File: config.mk
export PLATFORM = sky130hd
export DESIGN_NAME = note_lane_engine_flat
export DESIGN_NICKNAME = d
export VERILOG_FILES = /design/src/rtl/note_lane_engine_pkg.sv /design/src/rtl/note_lane_engine_if.sv /design/src/rtl/note_lane_engine_lane.sv /design/src/rtl/note_lane_engine.sv /design/src/flat_wrapper.sv
export SDC_FILE = /design/constraint.sdc
export NUM_CORES = 2
export LEC_CHECK = 0
export ABC_AREA = 0
export CAP_MARGIN = 20
export CORE_AREA = 2 2 322 245
export DETAILED_ROUTE_END_ITERATION = 12
export DIE_AREA = 0 0 324 247
export GPL_TIMING_DRIVEN = 0
export PLACE_DENSITY_LB_ADDON = 0.05
export SYNTH_ARGS = -nofsm -noshare
export SYNTH_HDL_FRONTEND = slang
export SYNTH_SLANG_ARGS = --single-unit
export TNS_END_PERCENT = 10
File: constraint.sdc
create_clock -name clk -period 7.6 [get_ports clk]
set_clock_uncertainty 0.2 [all_clocks]
set_input_delay 1.52 -clock clk [delete_from_list [all_inputs] [get_ports clk]]
set_output_delay 1.52 -clock clk [all_outputs]
set_load 0.005 [all_outputs]
File: src/rtl/note_lane_engine_pkg.sv
// Shared types and constants for the note lane engine: slot record, lane colours, helpers.
package note_pkg;

   localparam int YW = 10;  // ytop width
   localparam int CW = 12;  // coordinate compare width, wide enough that no sum wraps

   typedef struct packed {
      logic          valid;
      logic [YW-1:0] ytop;
   } slot_t;

   localparam logic [11:0] LANE_COLOR [4] = '{12'h0F0, 12'hF00, 12'hFF0, 12'h00F};

   function automatic logic [11:0] lane_color(input logic [1:0] lane);
      return LANE_COLOR[lane];
   endfunction

   function automatic logic [15:0] sat_add(input logic [15:0] a, input int unsigned b);
      logic [16:0] s;
      s = {1'b0, a} + 17'(b);
      return s[16] ? 16'hFFFF : s[15:0];
   endfunction

endpackage

File: src/rtl/note_lane_engine_if.sv
// Note-spawn handshake: the producer offers a lane, the engine answers with ready.
interface note_lane_engine_if #(
   parameter int LANES = 4
);
   localparam int LW = (LANES > 1) ? $clog2(LANES) : 1;

   logic          spawn_valid;
   logic [LW-1:0] spawn_lane;
   logic          spawn_ready;

   modport master (output spawn_valid, output spawn_lane, input  spawn_ready);
   modport slave  (input  spawn_valid, input  spawn_lane, output spawn_ready);
endinterface

File: src/rtl/note_lane_engine_lane.sv
// One note lane: slot storage, spawn/move/hit/miss update and the per-pixel cover flag.
module note_lane
   import note_pkg::*;
#(
   parameter int LANE     = 0,
   parameter int SLOTS    = 8,
   parameter int LANE_W   = 160,
   parameter int SCREEN_H = 480,
   parameter int NOTE_H   = 20,
   parameter int MARGIN   = 16,
   parameter int SPEED    = 2,
   parameter int HIT_Y    = 400,
   parameter int HIT_WIN  = 16
) (
   input  logic          clk,
   input  logic          reset,
   input  logic          i_frame_tick,
   input  logic          i_hit_edge,
   input  logic          i_spawn_en,
   input  logic [CW-1:0] i_px,
   input  logic [CW-1:0] i_py,
   output logic          o_has_free,
   output logic          o_hit_pulse,
   output logic          o_miss_pulse,
   output logic          o_cover
);
   localparam int            IW   = (SLOTS > 1) ? $clog2(SLOTS) : 1;
   localparam logic [CW-1:0] X_LO = CW'(LANE * LANE_W + MARGIN);
   localparam logic [CW-1:0] X_HI = CW'((LANE + 1) * LANE_W - MARGIN - 1);

   slot_t         r_slot    [SLOTS];
   slot_t         w_slot_nx [SLOTS];
   logic          r_hit_pulse;
   logic          r_miss_pulse;
   logic          w_free_found;
   logic          w_hit_found;
   logic          w_miss_any;
   logic          w_row_hit;
   logic [IW-1:0] w_free_idx;
   logic [IW-1:0] w_hit_idx;

   // Window test written as two one-sided compares so nothing goes negative.
   function automatic logic in_window(input logic [YW-1:0] ytop);
      logic [CW-1:0] centre;
      centre = CW'(ytop) + CW'(NOTE_H / 2);
      return (centre + CW'(HIT_WIN) >= CW'(HIT_Y)) && (centre <= CW'(HIT_Y + HIT_WIN));
   endfunction

   // NOTE: every always_comb output gets a default first, so no path leaves it unassigned (no latch).
   always_comb begin
      w_free_found = 1'b0;
      w_free_idx   = '0;
      w_hit_found  = 1'b0;
      w_hit_idx    = '0;
      for (int i = SLOTS - 1; i >= 0; i--) begin
         if (!r_slot[i].valid) begin
            w_free_found = 1'b1;
            w_free_idx   = IW'(i);
         end
         if (r_slot[i].valid && in_window(r_slot[i].ytop)) begin
            w_hit_found = 1'b1;
            w_hit_idx   = IW'(i);
         end
      end
   end

   // A hit clear beats the move; spawn uses the free slot seen before this cycle.
   always_comb begin
      w_miss_any = 1'b0;
      for (int i = 0; i < SLOTS; i++) begin
         w_slot_nx[i] = r_slot[i];
         if (i_hit_edge && w_hit_found && (w_hit_idx == IW'(i))) begin
            w_slot_nx[i].valid = 1'b0;
         end else if (r_slot[i].valid && i_frame_tick) begin
            if (CW'(r_slot[i].ytop) + CW'(SPEED) >= CW'(SCREEN_H)) begin
               w_slot_nx[i].valid = 1'b0;
               w_miss_any         = 1'b1;
            end else begin
               w_slot_nx[i].ytop = r_slot[i].ytop + YW'(SPEED);
            end
         end
         if (i_spawn_en && w_free_found && (w_free_idx == IW'(i))) begin
            w_slot_nx[i] = '{valid: 1'b1, ytop: '0};
         end
      end
   end

   always_comb begin
      w_row_hit = 1'b0;
      for (int i = 0; i < SLOTS; i++) begin
         if (r_slot[i].valid && (i_py >= CW'(r_slot[i].ytop)) &&
             (i_py <= CW'(r_slot[i].ytop) + CW'(NOTE_H - 1))) begin
            w_row_hit = 1'b1;
         end
      end
   end

   // NOTE: the slot array is reset (not left as plain memory) because its valid bits are the lane state;
   // clocked state uses <= only so every register samples pre-edge values.
   always_ff @(posedge clk or negedge reset) begin
      if (!reset) begin
         for (int i = 0; i < SLOTS; i++) r_slot[i] <= '0;
         r_hit_pulse  <= 1'b0;
         r_miss_pulse <= 1'b0;
      end else begin
         for (int i = 0; i < SLOTS; i++) r_slot[i] <= w_slot_nx[i];
         r_hit_pulse  <= i_hit_edge & w_hit_found;
         r_miss_pulse <= w_miss_any;
      end
   end

   assign o_has_free   = w_free_found;
   assign o_hit_pulse  = r_hit_pulse;
   assign o_miss_pulse = r_miss_pulse;
   assign o_cover      = w_row_hit && (i_px >= X_LO) && (i_px <= X_HI);
endmodule

File: src/rtl/note_lane_engine.sv
// Rhythm-game note engine: per-lane note slots, frame/button edge detection, pixel compositing, scoring.
module note_lane_engine
   import note_pkg::*;
#(
   parameter int LANES    = 4,
   parameter int SLOTS    = 8,
   parameter int SCREEN_W = 640,
   parameter int SCREEN_H = 480,
   parameter int NOTE_H   = 20,
   parameter int MARGIN   = 16,
   parameter int SPEED    = 2,
   parameter int HIT_Y    = 400,
   parameter int HIT_WIN  = 16
) (
   input  logic              clk,
   input  logic              reset,
   input  logic              frame_end,
   input  logic [9:0]        x,
   input  logic [8:0]        y,
   input  logic              active,
   input  logic [11:0]       bg_color,
   note_lane_engine_if.slave spawn_if,
   input  logic [LANES-1:0]  hit_btn,
   output logic [11:0]       color_out,
   output logic [LANES-1:0]  hit_pulse,
   output logic [LANES-1:0]  miss_pulse,
   output logic [15:0]       hit_count,
   output logic [15:0]       miss_count
);
   localparam int LANE_W = SCREEN_W / LANES;

   logic             r_frame_d;
   logic             r_frame_tick;
   logic [LANES-1:0] r_btn_d;
   logic [LANES-1:0] r_hit_edge;
   logic [LANES-1:0] w_free;
   logic [LANES-1:0] w_cover;
   logic [LANES-1:0] w_spawn_en;
   logic             w_lane_free;
   logic [CW-1:0]    w_px;
   logic [CW-1:0]    w_py;
   logic [11:0]      w_color;

   assign w_px = CW'(x);
   assign w_py = CW'(y);

   // Out-of-range lane numbers simply report not-ready.
   always_comb begin
      w_lane_free = 1'b0;
      for (int l = 0; l < LANES; l++) begin
         if (int'(spawn_if.spawn_lane) == l) w_lane_free = w_free[l];
      end
   end

   assign spawn_if.spawn_ready = w_lane_free & ~r_frame_tick;

   for (genvar g = 0; g < LANES; g++) begin : g_lane
      assign w_spawn_en[g] = spawn_if.spawn_valid && spawn_if.spawn_ready &&
                             (int'(spawn_if.spawn_lane) == g);

      note_lane #(
         .LANE(g), .SLOTS(SLOTS), .LANE_W(LANE_W), .SCREEN_H(SCREEN_H), .NOTE_H(NOTE_H),
         .MARGIN(MARGIN), .SPEED(SPEED), .HIT_Y(HIT_Y), .HIT_WIN(HIT_WIN)
      ) u_lane (
         .clk          (clk),
         .reset        (reset),
         .i_frame_tick (r_frame_tick),
         .i_hit_edge   (r_hit_edge[g]),
         .i_spawn_en   (w_spawn_en[g]),
         .i_px         (w_px),
         .i_py         (w_py),
         .o_has_free   (w_free[g]),
         .o_hit_pulse  (hit_pulse[g]),
         .o_miss_pulse (miss_pulse[g]),
         .o_cover      (w_cover[g])
      );
   end

   always_comb begin
      w_color = bg_color;
      if ((w_py >= CW'(HIT_Y)) && (w_py <= CW'(HIT_Y + 1))) w_color = 12'hFFF;
      for (int l = LANES - 1; l >= 0; l--) begin
         if (w_cover[l]) w_color = lane_color(2'(l));
      end
      if (!active) w_color = 12'h000;
   end

   always_ff @(posedge clk or negedge reset) begin
      if (!reset) begin
         r_frame_d    <= 1'b0;
         r_frame_tick <= 1'b0;
         r_btn_d      <= '0;
         r_hit_edge   <= '0;
         color_out    <= 12'h000;
         hit_count    <= 16'h0000;
         miss_count   <= 16'h0000;
      end else begin
         r_frame_d    <= frame_end;
         r_frame_tick <= frame_end & ~r_frame_d;
         r_btn_d      <= hit_btn;
         r_hit_edge   <= hit_btn & ~r_btn_d;
         color_out    <= w_color;
         hit_count    <= sat_add(hit_count, $countones(hit_pulse));
         miss_count   <= sat_add(miss_count, $countones(miss_pulse));
      end
   end
endmodule

File: src/flat_wrapper.sv
// flat-port wrapper written by rule: the top's interface ports become plain ports
module note_lane_engine_flat import note_pkg::*;
#(
   parameter int LANES    = 4,
   parameter int SLOTS    = 8,
   parameter int SCREEN_W = 640,
   parameter int SCREEN_H = 480,
   parameter int NOTE_H   = 20,
   parameter int MARGIN   = 16,
   parameter int SPEED    = 2,
   parameter int HIT_Y    = 400,
   parameter int HIT_WIN  = 16
)
  (clk, reset, frame_end, x, y, active, bg_color, hit_btn, color_out, hit_pulse, miss_pulse, hit_count, miss_count, spawn_if_spawn_valid, spawn_if_spawn_lane, spawn_if_spawn_ready);
  note_lane_engine_if #(.LANES(LANES)) spawn_if_i ();
  input  logic clk;
  input  logic reset;
  input  logic frame_end;
  input  logic [9:0] x;
  input  logic [8:0] y;
  input  logic active;
  input  logic [11:0] bg_color;
  input  logic [LANES-1:0] hit_btn;
  output logic [11:0] color_out;
  output logic [LANES-1:0] hit_pulse;
  output logic [LANES-1:0] miss_pulse;
  output logic [15:0] hit_count;
  output logic [15:0] miss_count;
  input wire logic [$bits(spawn_if_i.spawn_valid)-1:0] spawn_if_spawn_valid;
  input wire logic [$bits(spawn_if_i.spawn_lane)-1:0] spawn_if_spawn_lane;
  output wire logic [$bits(spawn_if_i.spawn_ready)-1:0] spawn_if_spawn_ready;
  assign spawn_if_i.spawn_valid = spawn_if_spawn_valid;
  assign spawn_if_i.spawn_lane = spawn_if_spawn_lane;
  assign spawn_if_spawn_ready = spawn_if_i.spawn_ready;
  note_lane_engine #(.LANES(LANES), .SLOTS(SLOTS), .SCREEN_W(SCREEN_W), .SCREEN_H(SCREEN_H), .NOTE_H(NOTE_H), .MARGIN(MARGIN), .SPEED(SPEED), .HIT_Y(HIT_Y), .HIT_WIN(HIT_WIN)) u_core (.clk(clk), .reset(reset), .frame_end(frame_end), .x(x), .y(y), .active(active), .bg_color(bg_color), .spawn_if(spawn_if_i), .hit_btn(hit_btn), .color_out(color_out), .hit_pulse(hit_pulse), .miss_pulse(miss_pulse), .hit_count(hit_count), .miss_count(miss_count));
endmodule
==> out/qor.yml <==
route:
  drtAntennaViolNets: 0
  drcViolationCount: 0
  vias: 39346
  drt_iter0_markers: 4069
  viasPerCell: 6.14
  routed_wl_um: 122000
  avgRoutedWirePerCell_um: 19.0
  drt_first_pass_iters: 7
setup_path:
  r2r_cells: 13
  startpoint_type: "register"
  crit_arrival_ns: 4.92
  reg2reg_setup_slack_ns: 1.86
  reg2reg_from: "u_core.g_lane[2].u_lane.r_slot[69]"
  crit_path_end_kind: "output pin"
  worstSetupPathType: "reg2out"
  cp_max_fo: 10
  critPathRequiredTime_ns: 5.88
  crit_start: "u_core.r_frame_tick"
clock_tree:
  root_buffer: "clkbuf_16"
  cts_setup_buffers: 0
  clk_latency_ns: 0.62
  clockBufferDepth: 3
  holdBufCountCts: 0
  clock_sinks: 382
  h-tree-depth: 2
  clk_pin_slew_ns: 0.06
  numCtsBuffers: 48
  cts_resized: 0
  cts_tree: "built"
power:
  leakage_nw: 19.2
  pwr-share-comb_pct: 51.6
  vdd.ir_drop.worst_uv: 189
  power_w: 0.0113
  power.density_nw_per_um2: 249
  clockPowerShare_pct: 21.3
  seqPwrFrac_pct: 27.1
  p_int_w: 0.00615
  switching_share_pct: 45.3
  p_sw_w: 0.00510
synthesis:
  yosysSeqAreaShare_pct: 23.2
  synth_mux_area_share_pct: 1.00
  synth_top_family_by_area: "compound AO/OA/AOI/OAI gates"
  synthesis.nets: 5836
  synthXorXnorAreaFrac_pct: 4.90
  synth_edf_count: 0
  yosys_warnings: 0
  yosys_most_used_dff: "dfrtp_1"
  syn_area_um2: 41100
  ys_types: 105
  synthCells: 5172
  syn_avg_cell_area_um2: 7.95
  async_reset_ff_share_pct: 100
  synth-seq-cells: 382
  synthAdderAreaFrac_pct: 19.0
  synthSimpleGateAreaFrac_pct: 21.0
  synth_compound_area_share_pct: 24.9
layout:
  nets: 5987
  mostFrequentLayoutCells: "ha_1 (616), nand2_1 (479), o21ai_0 (414)"
  final_common_cell: "ha_1"
  fillers: 7100
  multiInputGateArea_um2: 29200
  areaGrowthSynthToFinish_pct: 9.95
  seqCellArea_um2: 9560
  layout.cells.non_filler: 6405
  layout-drive-gt1-share_pct: 4.76
grt:
  grt_pass1_wl_um: 197000
  overflow: 0
  grt_max_degree: 112
  antenna_found_initial: 4
  grt_pass1_vias: 35614
  grt_usage_pct: 30.2
sta:
  slew_headroom_pct: 18.2
  final_min_period_over_clock_period_pct: 87.3
  report.final.slew_viol_count: 0
  timing.hold.ws_ns: 0.196
  max_freq_mhz: 151
  hold_viol_final: 0
  rsz0062_at_grt: "no"
  fin_crit_ns: 6.64
  finalSetupTns_ns: 0
  final-setup-viol-count: 0
  tightest_slew_ns: 1.23
hold_path:
  hold_depth: 1
  min_path_type: "reg2reg"
  hold_start: "u_core.r_btn_d[2]"
placement:
  placed_cells: 6319
  dp_hpwl_um: 88700
  gp_congestion: 0.938
  io_buffers: 88
floorplan:
  die_width_um: 324
  design.core.area_um2: 77400
  ios: 95
  start_util_pct: 53.2
  die_height_um: 247
  num_rows: 89
  dieArea_um2: 80000
run:
  cap_violations: 0
run_status:
  status: "finished clean"
==> cell type report <==
class / count / share of cell area [%]
Clock buffer: 60 / 2.89
Buffer: 270 / 2.59
Inverter: 337 / 2.80
Sequential cell: 382 / 21.1
Clock inverter: 25 / 0.603
Antenna cell: 1 / 0.00553
Multi-Input combinational cell: 4183 / 64.4
Timing Repair Buffer: 101 / 2.65
Tap cell: 1046 / 2.89
==> final timing paths <==
| check | endpoint |
|---|---|
| max in group asynchronous | u_core.g_lane[0].u_lane.r_slot[79] |
| min reg2reg | u_core.r_hit_edge[2] |
| min in group asynchronous | u_core.g_lane[3].u_lane.r_slot[73] |
| max | spawn_if_spawn_ready |
| max reg2reg | u_core.color_out[4] |
| min | u_core.r_hit_edge[2] |
==> worst max-delay path, stage by stage, from the launching register on <==
cell	delay, ns
dfrtp_1	0.33
clkbuf_1	0.51
clkbuf_1	0.53
buf_8	0.26
clkbuf_1	0.85
clkbuf_1	0.97
nor2_1	0.29
clkdlybuf4s50_1	0.53
==> routing by layer <==
layer	track usage, %	wire, um
met1	46.3	59400
met2	44.3	50500
met3	3.76	9060
met4	7.37	2840
met5	0	0
==> registers in the layout (all words and copies together), names as in the netlist <==
name / flops
u_core.g_lane.u_lane.r_slot: 320
u_core.hit_count: 16
u_core.miss_count: 16
u_core.color_out: 12
u_core.g_lane.u_lane.o_hit_pulse: 4
u_core.g_lane.u_lane.o_miss_pulse: 4
u_core.r_btn_d: 4
u_core.r_hit_edge: 4
u_core.r_frame_d: 1
u_core.r_frame_tick: 1
==> synthesized netlist by cell type (88+ instances only) <==
| cell | n | area [um2] |
|---|---|---|
| nand3_1 | 228 | 1140 |
| nor3_1 | 112 | 561 |
| o21ai_0 | 414 | 2070 |
| nor2_1 | 306 | 1150 |
| nand2_1 | 479 | 1800 |
| inv_1 | 321 | 1200 |
| a21o_1 | 133 | 998 |
| dfrtp_1 | 382 | 9560 |
| a21oi_1 | 344 | 1720 |
| xnor2_1 | 214 | 1870 |
| clkbuf_1 | 182 | 683 |
| ha_1 | 616 | 7710 |
| nand4_1 | 88 | 551 |
==> power by group through the flow <==
stage	sequential (W)	combinational [W]	clock (W)
6_report	0.00305	0.00580	0.00240
5_1_grt	0.00314	0.00662	0.00253
4_1_cts	0.00304	0.00573	0.00245
3_5_place_dp	0.00307	0.00570	0
3_3_place_gp	0.00307	0.00556	0
2_1_floorplan	0.00290	0.00428	0
==> kinds of logic after synthesis <==
family | after synthesis
buf+inv | 607
fa+ha+maj | 623
simple gates | 1717
xor+xnor | 230
compound gates | 1573
mux | 40
flops | 382
==> stage by stage <==
step           area (um2)  util, %  setup slack [ns]
2_1_floorplan       41100        -              3.70
3_3_place_gp        43300     56.0            -13.56
3_5_place_dp        43700     56.4              1.56
4_1_cts             45200     58.4              1.03
5_1_grt             45200     58.4             0.916
6_report            45200     58.4             0.963
Power figures use the tool's default switching activity.
